$ cat src/rtl/layer_seq_if.sv
// Engine-side buses and shared DRAM port of the layer sequencer.
// The sequencer uses the master modport; engines and DRAM side use slave.
interface layer_seq_if #(
    parameter int unsigned DATA_WIDTH = 32,
    parameter int unsigned ADDR_WIDTH = 18,
    parameter int unsigned NUM_ENG    = 4
);
    logic                          rdy_data;
    logic [NUM_ENG-1:0]            eng_done;
    logic [NUM_ENG*DATA_WIDTH-1:0] eng_data_out;
    logic [NUM_ENG*ADDR_WIDTH-1:0] eng_addr_in;
    logic [NUM_ENG*ADDR_WIDTH-1:0] eng_addr_out;
    logic [NUM_ENG-1:0]            eng_wr;
    logic [NUM_ENG-1:0]            eng_rd;
    logic [NUM_ENG-1:0]            eng_en;
    logic [DATA_WIDTH-1:0]         data_out;
    logic [ADDR_WIDTH-1:0]         addr_in;
    logic [ADDR_WIDTH-1:0]         addr_out;
    logic                          dram_en_wr;
    logic                          dram_en_rd;

    modport master (
        input  rdy_data, eng_done, eng_data_out, eng_addr_in, eng_addr_out, eng_wr, eng_rd,
        output eng_en, data_out, addr_in, addr_out, dram_en_wr, dram_en_rd
    );

    modport slave (
        output rdy_data, eng_done, eng_data_out, eng_addr_in, eng_addr_out, eng_wr, eng_rd,
        input  eng_en, data_out, addr_in, addr_out, dram_en_wr, dram_en_rd
    );
endinterface

$ cat src/rtl/layer_seq.sv
// Programmable layer sequencer: walks a run-time loaded stage table, enables one
// engine per stage and muxes that engine's DRAM interface onto the shared port.
module layer_seq #(
    parameter int unsigned DATA_WIDTH = 32,
    parameter int unsigned ADDR_WIDTH = 18,
    parameter int unsigned NUM_ENG    = 4,
    parameter int unsigned ENG_W      = 2,
    parameter int unsigned TBL_DEPTH  = 16,
    parameter int unsigned IDX_W      = 4
) (
    input  logic             clk,
    input  logic             srst,
    input  logic             enable,
    input  logic             cfg_we,
    input  logic [IDX_W-1:0] cfg_idx,
    input  logic [ENG_W-1:0] cfg_eng,
    input  logic             cfg_len_we,
    input  logic [IDX_W:0]   cfg_len,
    output logic [IDX_W-1:0] stage_idx,
    output logic             busy,
    output logic             done,
    output logic             done_one_layer,
    output logic             err,
    layer_seq_if.master      bus
);
    localparam int unsigned LEN_W = IDX_W + 1;

    localparam logic [1:0] S_IDLE = 2'd0;
    localparam logic [1:0] S_RUN  = 2'd1;
    localparam logic [1:0] S_DONE = 2'd2;
    localparam logic [1:0] S_ERR  = 2'd3;

    logic [1:0]         state;
    logic [1:0]         state_nxt;
    logic [IDX_W-1:0]   stage_nxt;
    logic               dol_nxt;
    logic [LEN_W-1:0]   tbl_len;
    logic [ENG_W-1:0]   tbl [TBL_DEPTH];
    logic               rdy_data_ff;
    logic [ENG_W-1:0]   cur;
    logic [NUM_ENG-1:0] cur_onehot;
    logic               cur_valid;
    logic               cur_done;
    logic               other_done;
    logic               last_stage;
    logic               cfg_open;

    // Decode the current stage's engine; an id outside NUM_ENG yields an empty one-hot.
    always_comb begin
        cur        = tbl[stage_idx];
        cur_onehot = '0;
        for (int unsigned k = 0; k < NUM_ENG; k++) begin
            cur_onehot[k] = (cur == ENG_W'(k));
        end
        cur_valid  = |cur_onehot;
        cur_done   = |(bus.eng_done & cur_onehot);
        other_done = |(bus.eng_done & ~cur_onehot);
        last_stage = ({1'b0, stage_idx} == (tbl_len - LEN_W'(1)));
        cfg_open   = (state == S_IDLE) || (state == S_DONE);
    end

    // Next-state logic; a stray done from a non-current engine beats the current one.
    always_comb begin
        state_nxt = state;
        stage_nxt = stage_idx;
        dol_nxt   = 1'b0;
        case (state)
            S_IDLE, S_DONE: begin
                if (enable && (tbl_len != '0)) begin
                    state_nxt = S_RUN;
                    stage_nxt = '0;
                end
            end
            S_RUN: begin
                if (!cur_valid || other_done) begin
                    state_nxt = S_ERR;
                end else if (cur_done) begin
                    dol_nxt = 1'b1;
                    if (last_stage) begin
                        state_nxt = S_DONE;
                    end else begin
                        stage_nxt = stage_idx + IDX_W'(1);
                    end
                end
            end
            default: state_nxt = state;
        endcase
    end

    always_ff @(posedge clk) begin
        if (srst) begin
            state          <= S_IDLE;
            stage_idx      <= '0;
            rdy_data_ff    <= 1'b0;
            done_one_layer <= 1'b0;
            busy           <= 1'b0;
            done           <= 1'b0;
            err            <= 1'b0;
        end else begin
            state          <= state_nxt;
            stage_idx      <= stage_nxt;
            rdy_data_ff    <= bus.rdy_data;
            done_one_layer <= dol_nxt;
            busy           <= (state_nxt == S_RUN);
            done           <= (state_nxt == S_DONE);
            err            <= (state_nxt == S_ERR);
        end
    end

    // Stage table and length, writable only while no stage is executing.
    always_ff @(posedge clk) begin
        if (srst) begin
            tbl_len <= '0;
            for (int unsigned i = 0; i < TBL_DEPTH; i++) begin
                tbl[i] <= '0;
            end
        end else begin
            if (cfg_open && cfg_we) begin
                tbl[cfg_idx] <= cfg_eng;
            end
            if (cfg_open && cfg_len_we) begin
                tbl_len <= (cfg_len > LEN_W'(TBL_DEPTH)) ? LEN_W'(TBL_DEPTH) : cfg_len;
            end
        end
    end

    // Engine enable and combinational DRAM mux; everything is zero outside RUN.
    always_comb begin
        bus.eng_en     = '0;
        bus.data_out   = '0;
        bus.addr_in    = '0;
        bus.addr_out   = '0;
        bus.dram_en_wr = 1'b0;
        bus.dram_en_rd = 1'b0;
        if (state == S_RUN) begin
            bus.eng_en = cur_onehot & {NUM_ENG{rdy_data_ff}};
            for (int unsigned k = 0; k < NUM_ENG; k++) begin
                if (cur_onehot[k]) begin
                    bus.data_out   = bus.eng_data_out[k*DATA_WIDTH +: DATA_WIDTH];
                    bus.addr_in    = bus.eng_addr_in[k*ADDR_WIDTH +: ADDR_WIDTH];
                    bus.addr_out   = bus.eng_addr_out[k*ADDR_WIDTH +: ADDR_WIDTH];
                    bus.dram_en_wr = bus.eng_wr[k];
                    bus.dram_en_rd = bus.eng_rd[k];
                end
            end
        end
    end
endmodule

$ cat src/flat_wrapper.sv
// flat-port wrapper written by rule: the top's interface ports become plain ports
module layer_seq_flat 
#(
    parameter int unsigned DATA_WIDTH = 32,
    parameter int unsigned ADDR_WIDTH = 18,
    parameter int unsigned NUM_ENG    = 4,
    parameter int unsigned ENG_W      = 2,
    parameter int unsigned TBL_DEPTH  = 16,
    parameter int unsigned IDX_W      = 4
)
  (clk, srst, enable, cfg_we, cfg_idx, cfg_eng, cfg_len_we, cfg_len, stage_idx, busy, done, done_one_layer, err, bus_rdy_data, bus_eng_done, bus_eng_data_out, bus_eng_addr_in, bus_eng_addr_out, bus_eng_wr, bus_eng_rd, bus_eng_en, bus_data_out, bus_addr_in, bus_addr_out, bus_dram_en_wr, bus_dram_en_rd);
  layer_seq_if #(.DATA_WIDTH(DATA_WIDTH), .ADDR_WIDTH(ADDR_WIDTH), .NUM_ENG(NUM_ENG)) bus_i ();
  input  logic clk;
  input  logic srst;
  input  logic enable;
  input  logic cfg_we;
  input  logic [IDX_W-1:0] cfg_idx;
  input  logic [ENG_W-1:0] cfg_eng;
  input  logic cfg_len_we;
  input  logic [IDX_W:0] cfg_len;
  output logic [IDX_W-1:0] stage_idx;
  output logic busy;
  output logic done;
  output logic done_one_layer;
  output logic err;
  input wire logic [$bits(bus_i.rdy_data)-1:0] bus_rdy_data;
  input wire logic [$bits(bus_i.eng_done)-1:0] bus_eng_done;
  input wire logic [$bits(bus_i.eng_data_out)-1:0] bus_eng_data_out;
  input wire logic [$bits(bus_i.eng_addr_in)-1:0] bus_eng_addr_in;
  input wire logic [$bits(bus_i.eng_addr_out)-1:0] bus_eng_addr_out;
  input wire logic [$bits(bus_i.eng_wr)-1:0] bus_eng_wr;
  input wire logic [$bits(bus_i.eng_rd)-1:0] bus_eng_rd;
  output wire logic [$bits(bus_i.eng_en)-1:0] bus_eng_en;
  output wire logic [$bits(bus_i.data_out)-1:0] bus_data_out;
  output wire logic [$bits(bus_i.addr_in)-1:0] bus_addr_in;
  output wire logic [$bits(bus_i.addr_out)-1:0] bus_addr_out;
  output wire logic [$bits(bus_i.dram_en_wr)-1:0] bus_dram_en_wr;
  output wire logic [$bits(bus_i.dram_en_rd)-1:0] bus_dram_en_rd;
  assign bus_i.rdy_data = bus_rdy_data;
  assign bus_i.eng_done = bus_eng_done;
  assign bus_i.eng_data_out = bus_eng_data_out;
  assign bus_i.eng_addr_in = bus_eng_addr_in;
  assign bus_i.eng_addr_out = bus_eng_addr_out;
  assign bus_i.eng_wr = bus_eng_wr;
  assign bus_i.eng_rd = bus_eng_rd;
  assign bus_eng_en = bus_i.eng_en;
  assign bus_data_out = bus_i.data_out;
  assign bus_addr_in = bus_i.addr_in;
  assign bus_addr_out = bus_i.addr_out;
  assign bus_dram_en_wr = bus_i.dram_en_wr;
  assign bus_dram_en_rd = bus_i.dram_en_rd;
  layer_seq #(.DATA_WIDTH(DATA_WIDTH), .ADDR_WIDTH(ADDR_WIDTH), .NUM_ENG(NUM_ENG), .ENG_W(ENG_W), .TBL_DEPTH(TBL_DEPTH), .IDX_W(IDX_W)) u_core (.clk(clk), .srst(srst), .enable(enable), .cfg_we(cfg_we), .cfg_idx(cfg_idx), .cfg_eng(cfg_eng), .cfg_len_we(cfg_len_we), .cfg_len(cfg_len), .stage_idx(stage_idx), .busy(busy), .done(done), .done_one_layer(done_one_layer), .err(err), .bus(bus_i));
endmodule
$ cat config.mk
export PLATFORM = sky130hd
export DESIGN_NAME = layer_seq_flat
export DESIGN_NICKNAME = d
export VERILOG_FILES = /design/src/rtl/layer_seq_if.sv /design/src/rtl/layer_seq.sv /design/src/flat_wrapper.sv
export SDC_FILE = /design/constraint.sdc
export NUM_CORES = 1
export LEC_CHECK = 0
export ABC_CLOCK_PERIOD_IN_PS = 10700
export CELL_PAD_IN_SITES_DETAIL_PLACEMENT = 0
export CELL_PAD_IN_SITES_GLOBAL_PLACEMENT = 1
export CORE_AREA = 5 5 147 149
export DETAILED_ROUTE_END_ITERATION = 7
export DIE_AREA = 0 0 152 154
export GPL_TIMING_DRIVEN = 0
export PLACE_DENSITY_LB_ADDON = 0.1
export SYNTH_ARGS = -nofsm -noshare
export SYNTH_HDL_FRONTEND = slang
export SYNTH_SLANG_ARGS = --single-unit
export TNS_END_PERCENT = 50
$ cat constraint.sdc
create_clock -name clk -period 10.7 [get_ports clk]
set_clock_uncertainty 0.1 [all_clocks]
set_input_delay 2.675 -clock clk [delete_from_list [all_inputs] [get_ports clk]]
set_output_delay 2.675 -clock clk [all_outputs]
set_load 0.005 [all_outputs]
; ---- After elaboration in Yosys (flattened, before gate mapping)
; Memory sizes are Yosys's and may differ from the RTL's. A register that Yosys moved wholly into a read port is not among the register bits.
; Index checks and enable logic that the tools add are counted.
[classes]
add_sub_neg = 2
order_cmp = 1
n_eq_ne = 13
n_mux = 48
n_bitwise = 5
reduce_logical = 17
[ops]
columns = cell, n
row1 = two-way mux 18 bit, 10
row2 = two-way mux 32 bit, 5
row3 = two-way mux 4 bit, 8
row4 = two-way mux 1 bit, 17
row5 = AND 4 bit, 3
row6 = OR reduction 4 bit, 3
row7 = "== test 2 bit, second input constant", 5
row8 = two-way mux 2 bit, 5
row9 = case mux 4 bit (2 select lines), 1
row10 = "== test 2 x 1 -> 1 bit, second input constant", 3
row11 = == test 4 x 5 -> 1 bit, 1
row12 = "> comparator 5 bit, second input constant", 1
row13 = two-way mux 5 bit, 1
row14 = AND reduction 5 bit, 1
row15 = nonzero test 5 bit, 1
row16 = "subtractor 5 x 1 -> 5 bit, second input constant", 1
row17 = "adder 4 x 1 -> 4 bit, second input constant", 1
row18 = logical NOT 2 bit, 2
row19 = "inequality test 2 x 1 -> 1 bit, second input constant", 2
row20 = "inequality test 2 bit, second input constant", 2
row21 = inverter 4 bit, 1
row22 = case mux 2 bit (2 select lines), 1
row23 = OR reduction 2 bit, 2
row24 = logical AND 1 bit, 3
row25 = other kinds (5), 6
[totals]
register_bits = 16
mem_bits_rw = 32
in_bits = 301
out_inout_bits = 82
wordCells = 95
n_memories = 1
[memory_table]
columns = name, words, word_bits, read_ports, rd_clocked_by_memory_dff, write_ports, line
row1 = u_core.tbl, 16, 2, 1, 1, 16, layer_seq.sv:38  ; logic [ENG_W-1:0] tbl [TBL_DEPTH];

; ---- Depth between registers and ports, before layout
[logic_depth]
word_depth = 9
ltp_mapped = 10
depth_no_buf = 9

; ---- Least setup slack after synthesis
; OpenSTA, ideal clock, no wires.
[synth_timing]
path_kind = input port to output port
start = in bus_eng_addr_in[36]
end = out bus_addr_in[0]
arrival_ps = 3276
required_ps = 7925
path_slack_ps = 4649
cell_stages = 2
n_path_buf = 0
cell_sequence = mux4_2 and2_1
[synth_between]
elab_chain_len = 3
[synth_rtl]
columns = element, line
row1 = start: declaration, flat_wrapper.sv:29  ; input wire logic [$bits(bus_i.eng_addr_in)-1:0] bus_eng_addr_in;
row2 = two-way mux 18 bit (2 in a row), layer_seq.sv:138  ; if (cur_onehot[k]) begin
row3 = two-way mux 18 bit, layer_seq.sv:135  ; if (state == S_RUN) begin
row4 = end: declaration, flat_wrapper.sv:35  ; output wire logic [$bits(bus_i.addr_in)-1:0] bus_addr_in;
; No other way between the ends.

; ---- Worst setup path in the final report
[layout_timing]
start = in bus_eng_data_out[69]
end = out bus_data_out[5]
[layout_between]
elab_chain_len = 3
[layout_rtl]
columns = element, line
row1 = start: declaration, flat_wrapper.sv:28  ; input wire logic [$bits(bus_i.eng_data_out)-1:0] bus_eng_data_out;
row2 = two-way mux 32 bit (2 in a row), layer_seq.sv:138
row3 = two-way mux 32 bit, layer_seq.sv:135
row4 = end: declaration, flat_wrapper.sv:34  ; output wire logic [$bits(bus_i.data_out)-1:0] bus_data_out;
; No other way between the ends.

==> results.rst <==
.. list-table::
   :header-rows: 1

   * - Metric
     - Value
   * - Vertical extent of the die
     - 154 um
   * - Number of buffers inserted during clock tree synthesis
     - 5
   * - Buffers inserted by post-CTS timing repair
     - 0
   * - Max-slew violations
     - 0
   * - Global-route wire length before repair
     - 36,900 um
   * - Finished Layout Cells
     - 1,061
   * - Hold Path Sink
     - u_core.tbl_len[4]$_SDFFE_PP0P_
   * - Power Internal
     - 499 uW
   * - Leading cell types in the layout, fill and taps excluded
     - 382 x sky130_fd_sc_hd__clkdlybuf4s50_1, 76 x sky130_fd_sc_hd__mux4_2, 72 x sky130_fd_sc_hd__and2_1
   * - Via count
     - 5,055
   * - Share of async-settable or async-resettable flops after synthesis
     - 0%
   * - Number of distinct library cell variants in the gate-level netlist after synthesis
     - 48
   * - Final TNS setup
     - 0 ns
   * - Final-layout fill cell count
     - 1,899
   * - H-Tree Depth
     - 2
   * - Ratio of cells with drive above 1 in the final layout
     - 13.0%
   * - Global route total overflow
     - 0
   * - Power per Cell Area
     - 72.0 mW/mm^2
   * - Maximum net fanout on the critical path
     - 1
   * - Most frequent standard cell in the layout excluding fill and tap cells
     - sky130_fd_sc_hd__clkdlybuf4s50_1
   * - Setup Crit Path Kind
     - in2out
   * - Share of total power in sequential cells
     - 34.0%
   * - Slew @ Worst Pin
     - 0.970 ns
   * - Most used DFF post-synth
     - sky130_fd_sc_hd__edfxtp_1
   * - Synthesis-stage register bit count
     - 52
   * - Max-cap check violation count
     - 0
   * - Area grow syn2layout
     - 89.6%
   * - Final Wtd Congestion
     - 0.949
   * - Largest area contributor in the netlist
     - sky130_fd_sc_hd__mux4_2
   * - Overall Global Routing Usage
     - 20.7%
   * - Worst Hold Depth
     - 2
   * - Final Worst Setup Slack
     - 3.55 ns
   * - Top achievable clock speed
     - 0.140 GHz
   * - Required time at the endpoint of the critical path
     - 7.93 ns
   * - Placement row count
     - 52
   * - Critical path endpoint category
     - output port
   * - Later-pin clock latency in the skew report
     - 0.28 ns
   * - Slew headroom
     - 33.6%
   * - Hold Fails Final Rpt
     - 0
   * - Worst Setup Slack post-DPL
     - 3.54 ns
   * - Power share of the clock group
     - 24.0%
   * - Yosys warnings
     - 0
   * - Net count reported at finish
     - 1,092
   * - Placeable Area
     - 0.0200 mm^2
   * - Clock tree from TritonCTS
     - done
   * - Utilization of the core after routing
     - 45.5%
   * - Clock sink count
     - 52
   * - Logic gate share of total power
     - 42.0%
   * - Fraction of the yosys area taken by sequential cells
     - 28.3%
   * - Io pins
     - 383
   * - PortBufs
     - 382
   * - Number of detailed-routing iterations run before antenna repair
     - 4
   * - Worst hold slack after final layout
     - 0.386 ns
   * - Worst-path cell chain
     - clkdlybuf4s50_1, mux4_2, and2_1, clkdlybuf4s50_1
   * - Post-DP Area
     - 0.00897 mm^2
   * - Count of routing violations after the opening detailed-route iteration
     - 215
   * - Synthesized instance count
     - 400
   * - Switching power as a share of total power
     - 24.0%
   * - Count of flip-flops with a built-in enable after synthesis
     - 32
   * - Overall die area
     - 0.0234 mm^2
   * - Buffer levels on the longest clock path
     - 2
   * - Overall power of the completed layout
     - 657 uW
   * - Post-Place Cells
     - 1,052
   * - Number of antenna violations at the first check in global routing
     - 1
   * - Avg WL per Cell
     - 24.2 um
   * - CP max stage cell
     - sky130_fd_sc_hd__clkdlybuf4s50_1
   * - DPL Wire Length
     - 22,400 um
   * - Fraction of synthesized cell area taken by the top area cell type
     - 35.6%
   * - Leak Pwr
     - 3.35 nW
   * - Largest cells by area after synthesis
     - sky130_fd_sc_hd__mux4_2 36%, sky130_fd_sc_hd__edfxtp_1 20%, sky130_fd_sc_hd__and2_1 9.4%, sky130_fd_sc_hd__dfxtp_1 8.3%, sky130_fd_sc_hd__and3_1 4.4%
   * - Number of global-route vias before repair
     - 5,274
   * - CP dominant cell by count
     - sky130_fd_sc_hd__clkdlybuf4s50_1
   * - Post-CTS Hold Fix Bufs
     - 0
   * - Maximum ir drop on the vdd rail
     - 0.0000663 V
   * - Cell area after layout
     - 0.00912 mm^2
   * - Mean instance size in the synthesized netlist
     - 12.0 um^2
   * - Path depth of the worst reg2reg path
     - 10
   * - Arrival time of data at the critical path endpoint
     - 4.38 ns
   * - Hold Path Class
     - reg2reg
   * - CTS resizes
     - 0
   * - Finish-stage setup viols
     - 0
   * - Clock period minus worst slack
     - 7.15 ns
   * - Largest stage delay, worst path
     - 0.53 ns
   * - Initial core utilization
     - 24.0%
   * - Routed via count divided by cell count
     - 4.76
   * - Clock Root Buffer
     - sky130_fd_sc_hd__clkbuf_16
   * - Register-to-register setup slack
     - 7.55 ns
   * - Netlist area before placement
     - 0.00481 mm^2
   * - Net count of the mapped netlist
     - 703
   * - Multi-input combinational cell area
     - 0.00323 mm^2
   * - Result of the run
     - complete, no violations
   * - Sequential cell area
     - 0.00136 mm^2
   * - Clock transition at the registers of the reported paths
     - 0.06 ns
   * - Source of the worst hold timing path
     - u_core.tbl_len[4]$_SDFFE_PP0P_
   * - Setup repair after global routing missed its margin
     - false
   * - Final Routed Wirelength
     - 25,700 um
   * - Die outline width
     - 152 um
   * - Largest net degree at the start of global routing
     - 16
   * - Net switching power of the design
     - 157 uW
   * - Launching element type of the critical path
     - primary input
   * - Drt drc
     - 0
   * - Antenna violation net count after detailed routing
     - 0
   * - Final period util
     - 66.9%
-- cells in the mapped netlist, drive strengths merged, types with 3 or more instances --
cell type and number:
a221oi 3, a21oi 6, nand3 4, mux2i 9, nand2 13, dfxtp 20, xor2 3, inv 4
and2 72, nor2b 9, and3 34, buf 15, mux4 76, nor2 15, clkbuf 25, nor3b 6
nand3b 4, edfxtp 32, o21ai 4, a21o 16, xnor2 5
-- how the worst max path moves through the flow --
| stage | slack, ns | depth (start not counted) | from | endpoint |
|---|---|---|---|---|
| 4_1_cts | 3.54 | 4 | bus_eng_data_out[67] | bus_data_out[3] |
| 6_report | 3.55 | 4 | bus_eng_data_out[69] | bus_data_out[5] |
| 2_1_floorplan | 4.65 | 2 | bus_eng_addr_in[36] | bus_addr_in[0] |
| 3_3_place_gp | 3.53 | 4 | bus_eng_data_out[67] | bus_data_out[3] |
| 3_5_place_dp | 3.54 | 4 | bus_eng_data_out[67] | bus_data_out[3] |
| 5_1_grt | 3.53 | 4 | bus_eng_data_out[5] | bus_data_out[5] |
-- critical path: cells and delay by family --
kind / cells / cell delay [ns]
buffers and inverters: 2 / 1.00
multiplexers: 1 / 0.52
AND/OR/NAND/NOR: 1 / 0.18
-- power by group through the flow --
stage	sequential, mW	clock [mW]	combinational [mW]
after floorplan	0.227	0	0.0994
after global placement	0.228	0	0.273
after detailed placement	0.228	0	0.276
after CTS	0.224	0.161	0.278
after global routing	0.224	0.171	0.293
final	0.224	0.157	0.276
-- final cells by class --
cell class	count	share of cell area (%)
repair buffers	382	41.9
multi-input cells	304	35.4
flip-flops and latches	52	14.9
well taps	270	3.70
plain buffers	40	2.19
clock buffers	6	1.52
inverters	4	0.165
clock inverters	2	0.110
diodes	1	0.0274
-- registers in the layout (all words and copies together) (netlist names), named ones only --
signal and cells:
u_core.tbl 32, u_core.done 1, u_core.stage_idx 4, u_core.done_one_layer 1
u_core.busy 1, u_core.tbl_len 5, u_core.rdy_data_ff 1, u_core.err 1
u_core.state 2
-- cells by family after synthesis --
logic type,after synthesis,share of synthesized area [%]
compound gates,39,6.66
simple gates,170,21.1
xor+xnor,8,1.46
mux,85,37.5
flops,52,28.3
fa+ha+maj,2,0.520
buf+inv,44,4.47
-- metal layers --
| metal | GRT usage, % | wire length [um] | vias to the layer above | part of all wire [%] |
|---|---|---|---|---|
| met4 | 4.37 | 407 | 0 | 1.6 |
| met2 | 36.8 | 13300 | 187 | 52 |
| met1 | 26.7 | 10800 | 2516 | 42 |
| met5 | 0 | 0 | - | 0 |
| met3 | 3.40 | 1190 | 18 | 4.6 |
| li1 | - | - | 2334 | - |
(Power assumes the default switching activity.)
